--- src/rtl/freq_meter_pkg.sv ---
// Shared definitions for the frequency meter: FSM states, one-hot rate codes
// and the gate-window target-count helper also used by the slow-clock generator.
package freq_meter_pkg;

  typedef enum logic {IDLE = 1'b0, GATE = 1'b1} state_t;

  localparam logic [3:0] RATE_NONE  = 4'b0000;
  localparam logic [3:0] RATE_1HZ   = 4'b0001;
  localparam logic [3:0] RATE_12HZ  = 4'b0010;
  localparam logic [3:0] RATE_48HZ  = 4'b0100;
  localparam logic [3:0] RATE_190HZ = 4'b1000;

  // Edges expected in one gate for a square wave of f_hz; 64-bit to survive f * GATE_CYCLES.
  function automatic int target_cnt(input int f_hz, input int gate_cycles, input int sys_clk);
    longint prod;
    prod = longint'(f_hz) * longint'(gate_cycles);
    return int'(prod / longint'(sys_clk));
  endfunction

endpackage

--- src/rtl/freq_meter_edge_sync.sv ---
// Brings an asynchronous input into clk with a 2-FF synchronizer plus a delay
// flop and emits a one-cycle pulse per rising edge (2-3 clk after the input rises).
module edge_sync (
  input  logic clk,
  input  logic rst_n,
  input  logic sig_in,
  output logic rise
);

  logic s1, s2, s3;

  always_ff @(posedge clk or negedge rst_n) begin
    if (!rst_n) begin
      s1 <= 1'b0;
      s2 <= 1'b0;
      s3 <= 1'b0;
    end else begin
      s1 <= sig_in;
      s2 <= s1;
      s3 <= s2;
    end
  end

  assign rise = s2 & ~s3;

endmodule

--- src/rtl/freq_meter.sv ---
// Counts rising edges of sig_in over back-to-back gate windows of GATE_CYCLES clocks and
// publishes each count, its saturation flag and its rate class through a valid/ack register.
module freq_meter
  import freq_meter_pkg::*;
#(
  parameter int SYS_CLK     = 100000000,
  parameter int GATE_CYCLES = 100000000,
  parameter int CNT_W       = 16,
  parameter int TOL         = 1
) (
  input  logic             clk,
  input  logic             rst_n,
  input  logic             en,
  input  logic             sig_in,
  input  logic             meas_ack,
  output logic             meas_valid,
  output logic [CNT_W-1:0] freq,
  output logic [3:0]       rate,
  output logic             ovf,
  output logic             lost,
  output logic             busy
);

  localparam int     TMR_W   = $clog2(GATE_CYCLES);
  localparam longint CNT_MAX = (longint'(1) << CNT_W) - 1;
  localparam int     T1      = target_cnt(1,   GATE_CYCLES, SYS_CLK);
  localparam int     T12     = target_cnt(12,  GATE_CYCLES, SYS_CLK);
  localparam int     T48     = target_cnt(48,  GATE_CYCLES, SYS_CLK);
  localparam int     T190    = target_cnt(190, GATE_CYCLES, SYS_CLK);

  if (GATE_CYCLES < 2 ||
      longint'(T1)   + TOL > CNT_MAX || longint'(T12)  + TOL > CNT_MAX ||
      longint'(T48)  + TOL > CNT_MAX || longint'(T190) + TOL > CNT_MAX) begin : g_bad_param
    $error("freq_meter: GATE_CYCLES below 2 or a rate target does not fit in CNT_W");
  end

  // Lower bound clamps at zero so small targets never wrap.
  function automatic logic in_band(input logic [CNT_W-1:0] cnt, input int tgt);
    longint lo;
    lo = (tgt > TOL) ? longint'(tgt - TOL) : 64'sd0;
    return (longint'(cnt) >= lo) && (longint'(cnt) <= longint'(tgt) + TOL);
  endfunction

  function automatic logic [3:0] classify(input logic [CNT_W-1:0] cnt, input logic sat);
    if (sat)                return RATE_NONE;
    if (in_band(cnt, T1))   return RATE_1HZ;
    if (in_band(cnt, T12))  return RATE_12HZ;
    if (in_band(cnt, T48))  return RATE_48HZ;
    if (in_band(cnt, T190)) return RATE_190HZ;
    return RATE_NONE;
  endfunction

  state_t           state;
  logic [TMR_W-1:0] timer;
  logic [CNT_W-1:0] edge_cnt;
  logic             gate_ovf;
  logic             rise;

  edge_sync u_sync (
    .clk    (clk),
    .rst_n  (rst_n),
    .sig_in (sig_in),
    .rise   (rise)
  );

  logic             cnt_full;
  logic             last_cycle;
  logic             publish;
  logic [CNT_W-1:0] cnt_next;
  logic             ovf_next;

  assign cnt_full   = &edge_cnt;
  assign cnt_next   = cnt_full ? edge_cnt : edge_cnt + CNT_W'(rise);
  assign ovf_next   = gate_ovf | (cnt_full & rise);
  assign last_cycle = (timer == TMR_W'(GATE_CYCLES - 1));
  assign publish    = (state == GATE) && en && last_cycle;

  always_ff @(posedge clk or negedge rst_n) begin
    if (!rst_n) begin
      state    <= IDLE;
      timer    <= '0;
      edge_cnt <= '0;
      gate_ovf <= 1'b0;
      busy     <= 1'b0;
    end else begin
      case (state)
        IDLE: begin
          if (en) begin
            state    <= GATE;
            busy     <= 1'b1;
            timer    <= '0;
            edge_cnt <= '0;
            gate_ovf <= 1'b0;
          end
        end
        GATE: begin
          if (!en) begin
            state <= IDLE;
            busy  <= 1'b0;
          end else if (last_cycle) begin
            // Next gate starts on the following cycle with no gap.
            timer    <= '0;
            edge_cnt <= '0;
            gate_ovf <= 1'b0;
          end else begin
            timer    <= timer + TMR_W'(1);
            edge_cnt <= cnt_next;
            gate_ovf <= ovf_next;
          end
        end
      endcase
    end
  end

  always_ff @(posedge clk or negedge rst_n) begin
    if (!rst_n) begin
      meas_valid <= 1'b0;
      freq       <= '0;
      rate       <= RATE_NONE;
      ovf        <= 1'b0;
      lost       <= 1'b0;
    end else if (publish) begin
      meas_valid <= 1'b1;
      freq       <= cnt_next;
      ovf        <= ovf_next;
      rate       <= classify(cnt_next, ovf_next);
      // An ack in the publish cycle consumed the old result, so nothing is lost.
      if (meas_valid && !meas_ack)
        lost <= 1'b1;
    end else if (meas_ack) begin
      meas_valid <= 1'b0;
    end
  end

endmodule

--- config.mk ---
export PLATFORM = sky130hd
export DESIGN_NAME = freq_meter
export DESIGN_NICKNAME = d
export VERILOG_FILES = /design/src/rtl/freq_meter_pkg.sv /design/src/rtl/freq_meter_edge_sync.sv /design/src/rtl/freq_meter.sv
export SDC_FILE = /design/constraint.sdc
export NUM_CORES = 1
export LEC_CHECK = 0
export CELL_PAD_IN_SITES_DETAIL_PLACEMENT = 0
export CELL_PAD_IN_SITES_GLOBAL_PLACEMENT = 2
export CORE_ASPECT_RATIO = 0.9
export CORE_MARGIN = 2
export CORE_UTILIZATION = 40
export DETAILED_ROUTE_END_ITERATION = 8
export PLACE_DENSITY = 0.9
export SYNTH_ARGS = -nofsm -noshare
export SYNTH_HDL_FRONTEND = slang
export SYNTH_SLANG_ARGS = --single-unit
export TNS_END_PERCENT = 100
--- constraint.sdc ---
create_clock -name clk -period 4.5 [get_ports clk]
set_clock_uncertainty 0.2 [all_clocks]
set_input_delay 0.45 -clock clk [delete_from_list [all_inputs] [get_ports clk]]
set_output_delay 0.45 -clock clk [all_outputs]
set_load 0.005 [all_outputs]
* Word level (Yosys, flattened, before mapping) *
Index checks and enable logic that the tools add are counted.

storage, ports and cells
  latch bits = 0
  input bits = 5
  output and inout bits = 24
  memory bits (writable) = 0
  register bits after elaboration = 72
  memories = 0
  memory bits (read-only) = 0

operators by class
  bitwise gates (word level) = 5
  multipliers = 0
  div/mod/pow operators = 0
  add/sub/neg operators = 2
  shift operators = 0
  $lt $le $gt $ge = 7
  equal/unequal tests = 4
  reductions and logical operators = 12
  mux-type cells = 50

operators with widths
  operator               count
  $mux 27                3
  $mux 16                4
  $pmux 27 s2            1
  $mux 4                 11
  $pmux 16 s2            1
  $mux 1                 28
  $add 27x1->27 const B  1
  $eq 27x27->1 const B   1
  $add 16x1->16          1
  $ge 16x4->1 const B    1
  $ge 16x6->1 const B    1
  $ge 16x8->1 const B    1
  $le 16x2->1 const B    1
  $le 16x4->1 const B    1
  $le 16x6->1 const B    1
  $le 16x8->1 const B    1
  $reduce_and 16->1      1
  $logic_and 1x1->1      6
  $ne 2x2->1 const B     3
  $reduce_and 2->1       3
  $pmux 1 s2             2
  $and 1x1->1            2
  $not 1->1              2
  $reduce_bool 2->1      1
  2 further kinds        2

* Longest topological paths before layout *
  depth in word-level cells = 25
  depth in mapped cells = 10
  mapped depth without buffers = 9

* Modules after synthesis *
A second synthesis with hierarchy kept.

unflattened totals
  cell total of the unflattened synthesis = 428
  area total of the unflattened synthesis = 3,930.0 sq um

modules (own cells, without submodules)
  module      cells each  instances  area each (sq um)
  freq_meter  424         1          3,841.2
  edge_sync   4           1          88.8

* Worst setup path after synthesis *
Ideal clock, no wire load.

  path kind = register to register
  from = register u_sync.s3
  to = register freq[10]
  data required time = 4.223 ns
  arrival = 2.238 ns
  cell stages (with the launch flop) = 11
  setup slack = 1.984 ns
  path through = dfrtp_1 nor2b_1 ha_1 ha_1 buf_2 nand3_1 or2_2 a211oi_2 nand3_1 xor2_1 a21oi_1

between the ends
  word-level cells in the longest chain between the ends = 4

RTL lines
  what                      line                        text
  start: declaration        freq_meter_edge_sync.sv:10  logic s1, s2, s3;
  start signal: assignment  freq_meter_edge_sync.sv:16  s3 <= 1'b0;
  start signal: assignment  freq_meter_edge_sync.sv:20  s3 <= s2;
  $not 1->1                 freq_meter_edge_sync.sv:24  assign rise = s2 & ~s3;
  $and 1x1->1               freq_meter_edge_sync.sv:24
  $add 16x1->16             freq_meter.sv:73            assign cnt_next = cnt_full ? edge_cnt : edge_cnt + CNT_W'(rise);
  $mux 16                   freq_meter.sv:73
  end signal: assignment    freq_meter.sv:124           freq <= cnt_next;
  end: declaration          freq_meter.sv:17            output logic [CNT_W-1:0] freq,

No other way between the ends.
A chain may end at the register's enable or synchronous reset.

* Final worst setup path *
  from = register u_sync.s2
  to = register rate[0]

between the ends
  word-level cells in the longest chain between the ends = 16
  elaborated cells on any way between the ends = 44
  classes of those cells = 1 x add/sub; 7 x order compare; 30 x mux; 3 x bitwise; 3 x reduce/logical

RTL lines
  what                                        line                        text
  start: declaration                          freq_meter_edge_sync.sv:10
  start signal: assignment                    freq_meter_edge_sync.sv:15  s2 <= 1'b0;
  start signal: assignment                    freq_meter_edge_sync.sv:19  s2 <= s1;
  $and 1x1->1 *                               freq_meter_edge_sync.sv:24
  $add 16x1->16                               freq_meter.sv:73
  $mux 16                                     freq_meter.sv:73
  $ge 16x8->1 or $le 16x8->1 (tied branches)  freq_meter.sv:41            return (longint'(cnt) >= lo) && (longint'(cnt) <= longint'(tgt) + TOL);
  $logic_and 1x1->1                           freq_meter.sv:41
  $mux 1 (2 in series)                        freq_meter.sv:49            if (in_band(cnt, T190)) return RATE_190HZ;
  $mux 1                                      freq_meter.sv:48            if (in_band(cnt, T48)) return RATE_48HZ;
  $mux 1                                      freq_meter.sv:47            if (in_band(cnt, T12)) return RATE_12HZ;
  $mux 1                                      freq_meter.sv:46            if (in_band(cnt, T1)) return RATE_1HZ;
  $mux 1                                      freq_meter.sv:122           end else if (publish) begin
  $mux 4                                      freq_meter.sv:50            return RATE_NONE;
  $mux 4                                      freq_meter.sv:49
  $mux 4                                      freq_meter.sv:48
  $mux 4                                      freq_meter.sv:47
  $mux 4 *                                    freq_meter.sv:46
  end signal: assignment                      freq_meter.sv:126           rate <= classify(cnt_next, ovf_next);
  end: declaration                            freq_meter.sv:18            output logic [3:0] rate,

Mark *: on every way between the ends. The rest lies on a longest branch, timed or not. The select of a mux whose other input is x is not followed.

==> impl_metrics.csv <==
group,metric,value,unit
routing,post-route-drc-count,0,
logic_synthesis,yosysMostFrequentCell,"dfrtp_1",
power,ir_worst_vdd,143.8,uV
timing,maxSlewViolCount,0,
setup_path,critPathBufInv,0,
logic_synthesis,ys_types,64,
logic_synthesis,syn-cell-area,3914,um^2
global_route,antenna_found_initial,0,
setup_path,cp.arrival,3.04,ns
logic_synthesis,synth_xor_area_share,6.714,%
logic_synthesis,synth_edf_count,0,
setup_path,r2r_start,"u_sync.s2",
routing,ant_nets,0,
logic_synthesis,synth_simple_gate_area_share,25.38,%
run,cap_violations,0,
placed_design,routabilityCongestion,0.7912,
global_route,first_global_vias,3086,
floorplan,io_pins,29,
global_route,overflow,0,
setup_path,max_stage_delay,0.44,ns
logic_synthesis,synthCells,424,
logic_synthesis,synth_top_family_by_area,"simple AND/OR/NAND/NOR gates",
logic_synthesis,synth_compound_area_share,15.51,%
cells_and_area,area_delta_synth_final,14.71,%
logic_synthesis,synth_fa_ha_area_share,1.918,%
cells_and_area,fin_nets,455,
timing,hold_viol_final,0,
placed_design,hpwl,6.027,mm
routing,vias_per_cell,5.410,
clock_network,cts_tree,"yes",
logic_synthesis,synth_largest_area_cell,"dfrtp_1",
power,p_total,0.001337,W
logic_synthesis,synthFlopType,"dfrtp_1",
timing,rsz0062_at_grt,"no",
routing,wl_per_cell,15.43,um
floorplan,die_h,97.84,um
power,total_leakage_power,1.884,nW
setup_path,crit_start,"u_sync.s2",
hold_path,min_path_type,"primary input to asynchronous set/reset pin",
timing,setup_viol,0,
clock_network,postCtsHoldBufs,0,
timing,timing.setup.tns,0,ns
clock_network,clk_latency,0.36,ns
floorplan,die_w,108.3,um
logic_synthesis,synth.area.mux_share,0.8312,%
routing,vias,3111,
logic_synthesis,netlist.area_leader.share,46.04,%
floorplan,dieArea,10590,um^2
timing,min_period,2.964,ns
setup_path,cp-end-kind,"flop",
floorplan,initial_utilization,40.71,%
setup_path,startpoint_type,"flop",
routing,wl,8.870,mm
timing,fin_crit_sh,65.87,%
global_route,grt_pass1_wl,15.36,mm
setup_path,slowest_stage,"nor4_2",
setup_path,crit_fanout,9,
routing,drt_iter0_markers,139,
status,status,"completed",
logic_synthesis,synth-seq-cells,72,
clock_network,h-tree-depth,3,
setup_path,critPathKind,"flop to flop",
logic_synthesis,synth_nets,435,
clock_network,clk_pin_slew_worst_paths,0.09,ns
cells_and_area,layout-drive-gt1-share,9.354,%
setup_path,path_cells,"nor2b_1, ha_1, ha_1, nand3_1, nor4_2, o21ai_0, a21oi_1, nand4_1, o21ai_0",
global_route,grt_max_degree,73,
clock_network,cts_resized,0,
logic_synthesis,synth.top_cells.by_area,"dfrtp_1 (46%), xor2_1 (5.1%), nand2_1 (5.1%)",
floorplan,core_area,9614,um^2
timing,clock.fmax,0.3374,GHz
logic_synthesis,synthArstFlopShare,100.0,%
clock_network,cts_buffer_depth,2,
cells_and_area,fillers,952,
clock_network,cts_sinks,72,
global_route,grt_usage,18.33,%
clock_network,cts_made_buffers,9,
cells_and_area,diodes,0,
power,power_density,297.7,nW/um^2
logic_synthesis,synthTopCellsByCount,"dfrtp_1 (72), nand2_1 (53), nor2_1 (50), o21ai_0 (31)",
timing,slew_headroom,38.59,%
floorplan,num_rows,34,
logic_synthesis,yosysSeqAreaShare,46.04,%
setup_path,crit_family,"simple AND/OR/NAND/NOR gates",
timing,worstMarginPinSlew,0.9211,ns
placed_design,portBuffers,28,
logic_synthesis,syn_avg_cell_area,9.231,um^2
clock_network,cts_post_setup_buffers_inserted,0,
routing,drt-pass1-iter-count,4,
setup_path,cp.required,4.58,ns
clock_network,cts_root_buf,"clkbuf_8",
logic_synthesis,yosysWarnings,0,
==> through the flow <==
step | instance area, um^2 | instances | hold WS, ns | utilization (%) | setup WS [ns]
after global placement | 4264 | 559 | 0.1358 | 44.35 | 1.311
after detailed placement | 4264 | 559 | 0.1410 | 44.35 | 1.248
after global routing | 4489 | 575 | 0.1132 | 46.69 | 1.103
final | 4489 | 575 | 0.02444 | 46.69 | 1.536
after floorplan | 3914 | 424 | -0.04559 | - | 1.984
after CTS | 4489 | 575 | 0.06944 | 46.69 | 1.523
==> layer usage <==
layer	up-vias	share of wire, %	GRT usage, %
li1	1551	-	-
met2	34	48	28.69
met3	9	2.6	4.272
met5	-	0	0
met4	0	1.3	5.523
met1	1517	48	25.31
==> power by group <==
| group | switching, W | internal, W | leakage (nW) |
|---|---|---|---|
| Sequential | 0.0000128 | 0.000657 | 0.992 |
| Clock | 0.000277 | 0.000318 | 0.107 |
| Combinational | 0.0000479 | 0.0000241 | 0.785 |
==> sequential cells by signal, summed over array words and instances (netlist names), 4 cells and up <==
register and count:
freq 16, rate 4, timer 27, edge_cnt 16
==> kinds of logic (layout without fill, tap and decap cells) <==
logic type / Yosys count / in the layout
xor gates and xnor gates: 30 / 30
and+or+nand+nor: 191 / 191
muxes: 3 / 3
DFF: 72 / 72
adders and majority gates: 6 / 6
AOI/OAI and AO/OA: 90 / 90
buffers and inverters: 32 / 57
==> worst reg2reg max path: stages, from the launching register on <==
cell     delay [ns]
dfrtp_1        0.35
nor2b_1        0.28
ha_1           0.27
ha_1           0.33
nand3_1        0.22
nor4_2         0.44
o21ai_0        0.17
a21oi_1        0.19
nand4_1        0.23
o21ai_0        0.22
==> worst paths after layout <==
check                               to  slack (ns)  cells past startpoint
max in group asynchronous    timer[21]        3.48                      1
hold / removal             edge_cnt[6]        0.02                      1
hold reg to reg              u_sync.s2        0.16                      0
setup / recovery               rate[0]        1.54                      9
setup reg to reg               rate[0]        1.54                      9
min in group clk             u_sync.s2        0.16                      0
==> layout by cell type (no fill, tap or decap), types with 3 or more instances in the layout <==
cell / count
xor2_1: 23
nand3_1: 23
nor2_1: 50
inv_1: 10
or4_1: 3
inv_6: 3
and3_1: 8
o31ai_1: 9
a31oi_1: 5
nor3_1: 6
nor2b_1: 4
nand2b_1: 3
dfrtp_1: 72
a21oi_1: 14
buf_4: 3
xnor2_1: 7
nand4_1: 12
or3_1: 3
o21ai_0: 31
or2_2: 6
o21ai_1: 3
ha_1: 6
nand2_1: 53
o41ai_1: 3
nor4_2: 3
clkbuf_8: 9
clkdlybuf4s50_1: 27
and4_1: 3
==> layout make-up <==
class	count	area, um^2	share of cell area, %
tap	126	157.7	3.512
timing repair buffer	30	292.8	6.522
inverter	11	41.29	0.9197
clock buffer	9	123.9	2.759
sequential	72	1802	40.13
clock inverter	7	101.3	2.258
multi-input combinational	320	1971	43.90
(Power assumes the default switching activity.)
